--- src/rtl/cvp_seq.sv ---
// CVP fetch/execute sequencer: scalar imm loads, jump, NOP, LANES-wide VLD/VST. Optional: SINGLE_STEP_EN.
// Latency: 3 cycles for scalar/jump/NOP and 3+LANES for VLD/VST, plus one cycle per MemRdy=0 stall.
// Backpressure: RD/WR and Addr are held until MemRdy=1. MemRdy is ignored while no request is open.
module cvp_seq #(
    parameter int          LANES    = 16,
    parameter logic [15:0] PC_RESET = 16'h0000,
    parameter int          LW       = $clog2(LANES)
) (
    input  logic          Clk1,
    input  logic          Reset,
    output logic [15:0]   Addr,
    output logic          RD,
    output logic          WR,
    output logic [15:0]   DataOut,
    input  logic [15:0]   DataIn,
    input  logic          MemRdy,
    output logic          Illegal,
    input  logic [2:0]    DbgSSel,
    output logic [15:0]   DbgSData,
    input  logic [2:0]    DbgVSel,
    input  logic [LW-1:0] DbgLane,
    output logic [15:0]   DbgVData
`ifdef SINGLE_STEP_EN
    ,
    input  logic          Step,
    output logic          Halted
`endif
);

    localparam logic [3:0] OP_VLD = 4'b0100;
    localparam logic [3:0] OP_VST = 4'b0101;
    localparam logic [3:0] OP_SLL = 4'b0110;
    localparam logic [3:0] OP_SLH = 4'b0111;
    localparam logic [3:0] OP_J   = 4'b1000;
    localparam logic [3:0] OP_NOP = 4'b1111;

    typedef enum logic [2:0] {
        S_START,
        S_FETCH,
        S_DECODE,
        S_EXEC,
        S_DONE
`ifdef SINGLE_STEP_EN
        ,
        S_HALT
`endif
    } state_t;

    state_t        state_q;
    logic [15:0]   pc_q;
    logic [15:0]   ir_q;
    logic [LW-1:0] lane_q;
    logic [15:0]   addr_q;
    logic          rd_q;
    logic          wr_q;
    logic [15:0]   dout_q;
    logic          illegal_q;
`ifdef SINGLE_STEP_EN
    logic          halted_q;
`endif

    logic [15:0] s_q [8];
    logic [15:0] v_q [8][LANES];

    logic [3:0]    op;
    logic [2:0]    rd_f;
    logic [2:0]    rs_f;
    logic [15:0]   base;
    logic [LW-1:0] lane_d;
    logic          last_lane;
    logic [15:0]   pc_d;

    assign op        = ir_q[15:12];
    assign rd_f      = ir_q[11:9];
    assign rs_f      = ir_q[8:6];
    assign base      = s_q[rs_f] + {10'b0, ir_q[5:0]};
    assign lane_d    = lane_q + 1'b1;
    assign last_lane = (lane_q == LW'(LANES - 1));
    assign pc_d      = (op == OP_J) ? {pc_q[15:12], ir_q[11:0]} : pc_q + 16'd1;

    assign Addr     = addr_q;
    assign RD       = rd_q;
    assign WR       = wr_q;
    assign DataOut  = dout_q;
    assign Illegal  = illegal_q;
    assign DbgSData = s_q[DbgSSel];
    assign DbgVData = v_q[DbgVSel][DbgLane];
`ifdef SINGLE_STEP_EN
    assign Halted   = halted_q;
`endif

    // Register files carry no reset; a reset edge blocks any write so a cut-short VLD keeps only completed lanes.
    always_ff @(posedge Clk1) begin
        if (Reset) begin
            if (state_q == S_DECODE && op == OP_SLL) s_q[rd_f][7:0]  <= ir_q[7:0];
            if (state_q == S_DECODE && op == OP_SLH) s_q[rd_f][15:8] <= ir_q[7:0];
            if (state_q == S_EXEC && op == OP_VLD && rd_q && MemRdy)
                v_q[rd_f][lane_q] <= DataIn;
        end
    end

    always_ff @(posedge Clk1) begin
        if (!Reset) begin
            state_q   <= S_START;
            pc_q      <= PC_RESET;
            ir_q      <= 16'h0000;
            lane_q    <= '0;
            addr_q    <= 16'h0000;
            rd_q      <= 1'b0;
            wr_q      <= 1'b0;
            dout_q    <= 16'h0000;
            illegal_q <= 1'b0;
`ifdef SINGLE_STEP_EN
            halted_q  <= 1'b0;
`endif
        end else begin
            illegal_q <= 1'b0;
            case (state_q)
                S_START: begin
                    addr_q  <= pc_q;
                    rd_q    <= 1'b1;
                    state_q <= S_FETCH;
                end
                S_FETCH: begin
                    if (MemRdy) begin
                        ir_q    <= DataIn;
                        rd_q    <= 1'b0;
                        state_q <= S_DECODE;
                    end
                end
                S_DECODE: begin
                    lane_q <= '0;
                    if (op == OP_VLD || op == OP_VST) begin
                        addr_q  <= base;
                        rd_q    <= (op == OP_VLD);
                        wr_q    <= (op == OP_VST);
                        dout_q  <= v_q[rd_f][0];
                        state_q <= S_EXEC;
                    end else begin
                        illegal_q <= !(op inside {OP_SLL, OP_SLH, OP_J, OP_NOP});
                        state_q   <= S_DONE;
                    end
                end
                S_EXEC: begin
                    if (MemRdy) begin
                        lane_q <= lane_d;
                        if (last_lane) begin
                            rd_q    <= 1'b0;
                            wr_q    <= 1'b0;
                            state_q <= S_DONE;
                        end else begin
                            addr_q <= base + 16'(lane_d);
                            dout_q <= v_q[rd_f][lane_d];
                        end
                    end
                end
                S_DONE: begin
                    pc_q <= pc_d;
`ifdef SINGLE_STEP_EN
                    halted_q <= 1'b1;
                    state_q  <= S_HALT;
`else
                    addr_q  <= pc_d;
                    rd_q    <= 1'b1;
                    state_q <= S_FETCH;
`endif
                end
`ifdef SINGLE_STEP_EN
                S_HALT: begin
                    if (Step) begin
                        halted_q <= 1'b0;
                        addr_q   <= pc_q;
                        rd_q     <= 1'b1;
                        state_q  <= S_FETCH;
                    end
                end
`endif
                default: state_q <= S_START;
            endcase
        end
    end

endmodule
--- config.mk ---
export PLATFORM = sky130hd
export DESIGN_NAME = cvp_seq
export DESIGN_NICKNAME = d
export VERILOG_FILES = /design/src/rtl/cvp_seq.sv
export SDC_FILE = /design/constraint.sdc
export NUM_CORES = 2
export LEC_CHECK = 0
export CORE_AREA = 5 5 519 521
export DETAILED_ROUTE_END_ITERATION = 8
export DIE_AREA = 0 0 524 526
export DONT_BUFFER_PORTS = 1
export GPL_ROUTABILITY_DRIVEN = 0
export PLACE_DENSITY = 0.6
export SLEW_MARGIN = 25
export SYNTH_ARGS = -nofsm -noshare
export SYNTH_HDL_FRONTEND = slang
export SYNTH_SLANG_ARGS = --single-unit
--- constraint.sdc ---
create_clock -name Clk1 -period 8.6 [get_ports Clk1]
set_clock_uncertainty 0.05 [all_clocks]
set_input_delay 1.72 -clock Clk1 [delete_from_list [all_inputs] [get_ports Clk1]]
set_output_delay 1.72 -clock Clk1 [all_outputs]
set_load 0.005 [all_outputs]
Yosys cells after proc, flatten, opt, wreduce, memory -nomap -nowiden
Memory sizes are Yosys's and may differ from the RTL's. A register that Yosys moved wholly into a read port is not among the register bits.
Index checks and enable logic that the tools add are counted.
- eq/ne operators: 16
- add/sub/neg operators: 4
- muxes and demuxes: 44
- bitwise operators: 5
- reduce and logical (&&, ||, !) cells: 22
- order comparisons: 4
- operators by type and width (kind ; number):
    two-way mux 256 bit ; 1
    two-way mux 16 bit ; 12
    binary-select mux 16 bit (select 4 bit) ; 2
    demux 16 bit (select 4 bit) ; 1
    one-hot mux 16 bit (4 select lines) ; 1
    one-hot mux 16 bit (2 select lines) ; 1
    two-way mux 3 bit ; 8
    adder 16 x 1 -> 16 bit (second input constant) ; 1
    adder 16 x 4 -> 16 bit ; 1
    adder 16 x 6 -> 16 bit ; 1
    == test 4 x 3 -> 1 bit (second input constant) ; 4
    >= comparator 5 bit (second input constant) ; 3
    inverter 4 -> 5 bit ; 3
    two-way mux 1 bit ; 13
    == test 4 bit (second input constant) ; 3
    one-hot mux 3 bit (4 select lines) ; 1
    AND reduction 4 bit ; 3
    nonzero test 4 bit ; 3
    inequality test 2 bit (second input constant) ; 4
    one-hot mux 4 bit (2 select lines) ; 1
    == test 3 x 2 -> 1 bit (second input constant) ; 2
    logical AND 1 bit ; 6
    less-than comparator 5 x 1 -> 1 bit (second input constant) ; 1
    AND reduction 5 bit ; 1
    other kinds (16) ; 18
- output and inout port bits: 67
- flip-flop bits (word level): 74
- bits of input ports: 29
- logic and storage cells: 106
- bits in writable memories: 2176
- memories: 2
- memory list (name ; depth ; bits a word ; read ports ; clocked after Yosys merged registers in ; wr ports ; line ; source):
    v_q ; 8 ; 256 ; 2 ; 1 ; 1 ; 63 ; logic [15:0] v_q [8][LANES];
    s_q ; 8 ; 16 ; 2 ; 1 ; 1 ; 62 ; logic [15:0] s_q [8];

Logic depth before layout (Yosys ltp)
- depth in word-level cells: 8
- mapped depth: 18
- mapped depth without buffers: 14

Worst setup path before layout
No wires, ideal clock.
- kind: input to output
- start point: input port DbgVSel[0]
- end point: output port DbgVData[0]
- setup slack: 2556 ps
- data arrival time: 4274 ps
- cell stages on the path: 7
- required time: 6830 ps
- cell sequence: clkbuf_1 -> clkbuf_1 -> buf_2 -> mux4_2 -> mux4_2 -> mux4_2 -> mux2_2
- cells in the longest elaborated chain, start to end: 4
- RTL lines (what ; line ; source):
    start, declared ; 20 ; input logic [2:0] DbgVSel,
    memory read (8 x 256 bit) ; n/a ;
    binary-select mux 16 bit (select 4 bit) ; 87 ; assign DbgVData = v_q[DbgVSel][DbgLane];
    two-way mux 16 bit (not written as such) (2 in a row) ; 87 ;
    end, declared ; 22 ; output logic [15:0] DbgVData
No other way between the ends. The select of a mux whose other input is x is not followed.

Final worst setup path
- start point: input port DbgVSel[1]
- end point: output port DbgVData[11]
The elaborated chain is that of the path after synthesis.

==> flow_summary.toml <==
[synth]
synthesis.instances = 4852
ys_types = 78
syn_area_per_cell_sq_um = 21.62
synth-edff-count = 2176
ys_async_sr_fraction = 0
yosys_register_bits = 2256
syn-num-nets = 4898
yosysSeqAreaShare = 0.6381
synth_warnings = 0
ys.flop_type = "edfxtp_1"
synth_area_sq_um = 104900

[sta]
tightest_slew_ns = 1.373
max-slew-margin-rel = 0.08435
finalMaxSlewViolations = 0
fin_tns_setup_ns = 0
hold_viol = 0
finalSetupViolations = 0
grt_setup_unrepaired = "no"
min_period_ns = 7.954
finalCritPeriodShare = 0.9249
fmax_mhz = 125.7

[power_and_ir_drop]
p_per_area_nw_per_um2 = 197.7
p_comb_frac = 0.067
p_clk_frac = 0.409
seqPwrFrac = 0.524
intPower_uw = 17940
power.switching_uw = 5119
ir_drop_mv = 0.2061
power.share.switching = 0.2220
cellLeakagePower_uw = 0.03379

[die]
dieArea_sq_um = 275600
initial_core_util = 0.3972
die_y_microns = 526
fp-row-count = 189
die_width_microns = 524
core_area_sq_um = 264100
io_pins = 96

[worst_setup_path]
startpoint = "DbgVSel[1]"
reg2reg_setup_slack_ns = 3.57
arrival_ns = 6.18
endpoint_kind = "primary output"
endpoint = "DbgVData[11]"
criticalPathCategory = "input pin to primary output"
crit_required_ns = 6.83
crit_fanout = 196
startpoint_type = "input pin"
regToRegEndpoint = "Addr[11]"
ff2ff_path_depth = 12

[routing]
num_vias = 56260
drt-pass1-iter-count = 8
avgViaCountPerCell = 6.570
drtIter0Drc = 7755
drc = 0
wirelength_microns = 323300
drtAntennaViolNets = 0
wire_per_inst_microns = 37.75

[min_path]
hold_class = "flop to flop"
whs_path_depth = 2
hold_start = "Addr[0]"

[global_routing]
grt-ovfl-total = 0
busiest_layer = "met2"
antenna_found_initial = 21
grt_pass1_wl_microns = 446300
grt_max_degree = 513
grt_use_met3 = 0.06958
use_met1 = 0.3230
grt_usage = 0.2311
use_met2 = 0.3521
grt_pass1_vias = 55300

[cts]
hold_buffers = 0
htreeDepth = 4
worst_skew_pair.late_latency_ns = 0.87
cts_tree = "done"
cts_root_buffer = "clkbuf_16"
clock_sinks = 2256
cts_setup_buffers = 0
clk_pin_slew_ns = 0.07
clock_path_buffers = 3
cts_buffers = 224
post_cts_resize_count = 0

[layout]
final_common_cell = "edfxtp_1"
final_nets = 4872
final_cell_mix = "edfxtp_1 (2176), mux4_2 (1380), clkbuf_16 (229)"
layout-drive-gt1-share = 0.4035
instances_no_fill = 8563
syn_to_final_growth_pct = 11.14
post-route-util = 0.4414

[placement]
placedCellCount = 8130
io_buffers = 0
dp_hpwl_microns = 185700

[status]
status = "finished, final reports clean"

[flow_run]
max_cap_violations = 0
## flip-flops by register name, indices dropped and copies added (netlist names), named ones only
signal and cells:
pc_q 16, state_q 3, v_q 2048, Addr 16, lane_q 4, ir_q 16
RD 1, DataOut 16, Illegal 1, s_q 128, WR 1
## cell type report
cell class | instances | area [sq um]
tap | 3533 | 4420
clock inverter | 123 | 900.9
sequential | 2256 | 66960
antenna | 21 | 52.55
inverter | 15 | 56.30
timing repair buffer | 133 | 1329
clock buffer | 286 | 5964
fill | 22190 | 147500
multi-input combinational | 2196 | 36920
## Yosys cell counts, types with 16 or more instances
| library cell | number | area (sq um) |
|---|---|---|
| edfxtp_1 | 2176 | 65340 |
| mux4_2 | 1380 | 31080 |
| clkbuf_1 | 217 | 814.5 |
| nor2_1 | 209 | 784.5 |
| buf_2 | 116 | 580.6 |
| nand2_1 | 89 | 334.1 |
| dfxtp_1 | 80 | 1602 |
| a21oi_1 | 70 | 350.3 |
| mux2_2 | 47 | 529.3 |
| buf_1 | 43 | 161.4 |
| o21ai_0 | 39 | 195.2 |
| mux2i_1 | 37 | 370.4 |
| nand3_1 | 36 | 180.2 |
| a211oi_1 | 28 | 210.2 |
| nor3_1 | 18 | 90.09 |
| a22o_1 | 17 | 148.9 |
| xnor2_1 | 17 | 148.9 |
| nor2b_1 | 16 | 100.1 |
## metal layers
| layer | share of wire | wire length (microns) | up-vias |
|---|---|---|---|
| li1 | - | - | 21460 |
| met1 | 0.39 | 126500 | 31350 |
| met2 | 0.46 | 150100 | 3006 |
| met3 | 0.11 | 35260 | 442 |
| met4 | 0.035 | 11350 | 2 |
| met5 | 0.000043 | 14 | - |
## critical path, stage by stage
cell    delay (ns)
buf_16        0.50
buf_16        0.64
buf_16        0.77
mux4_2        0.43
mux4_2        0.61
mux4_2        0.49
mux2_2        0.36
## power groups by stage
stage          Combinational (uW)  Sequential, uW  Clock (uW)
6_report                     1560           12100        9420
5_1_grt                      1620           12100        9980
4_1_cts                      1490           12100        9530
3_5_place_dp                 1490           12300           0
3_3_place_gp                 1410           12300           0
2_1_floorplan                1090           12300           0
## worst min-delay path by stage
stage,endpoint
floorplan,Addr[0]
global placement,Addr[0]
detailed placement,Addr[0]
CTS,Addr[0]
global route,Addr[0]
finish,Addr[0]
## stage by stage
step | worst slack [ns] | power [uW] | hold WS (ns) | cell area (sq um)
floorplan | 2.556 | 13380 | 0.3983 | 104900
global placement | 2.137 | 13720 | 0.4303 | 109400
detailed placement | 1.097 | 13800 | 0.4267 | 109600
CTS | 1.105 | 23100 | 0.4343 | 116500
global route | 0.6114 | 23670 | 0.4654 | 116600
finish | 0.6459 | 23050 | 0.4293 | 116600
## logic make-up after synthesis
group	share of synthesized area
compound gates	0.01540
fa+ha+maj	0.002171
buf+inv	0.01621
flops	0.6381
xor+xnor	0.002337
mux	0.3074
simple gates	0.01843
No activity file was read; power rests on OpenSTA's default activity.
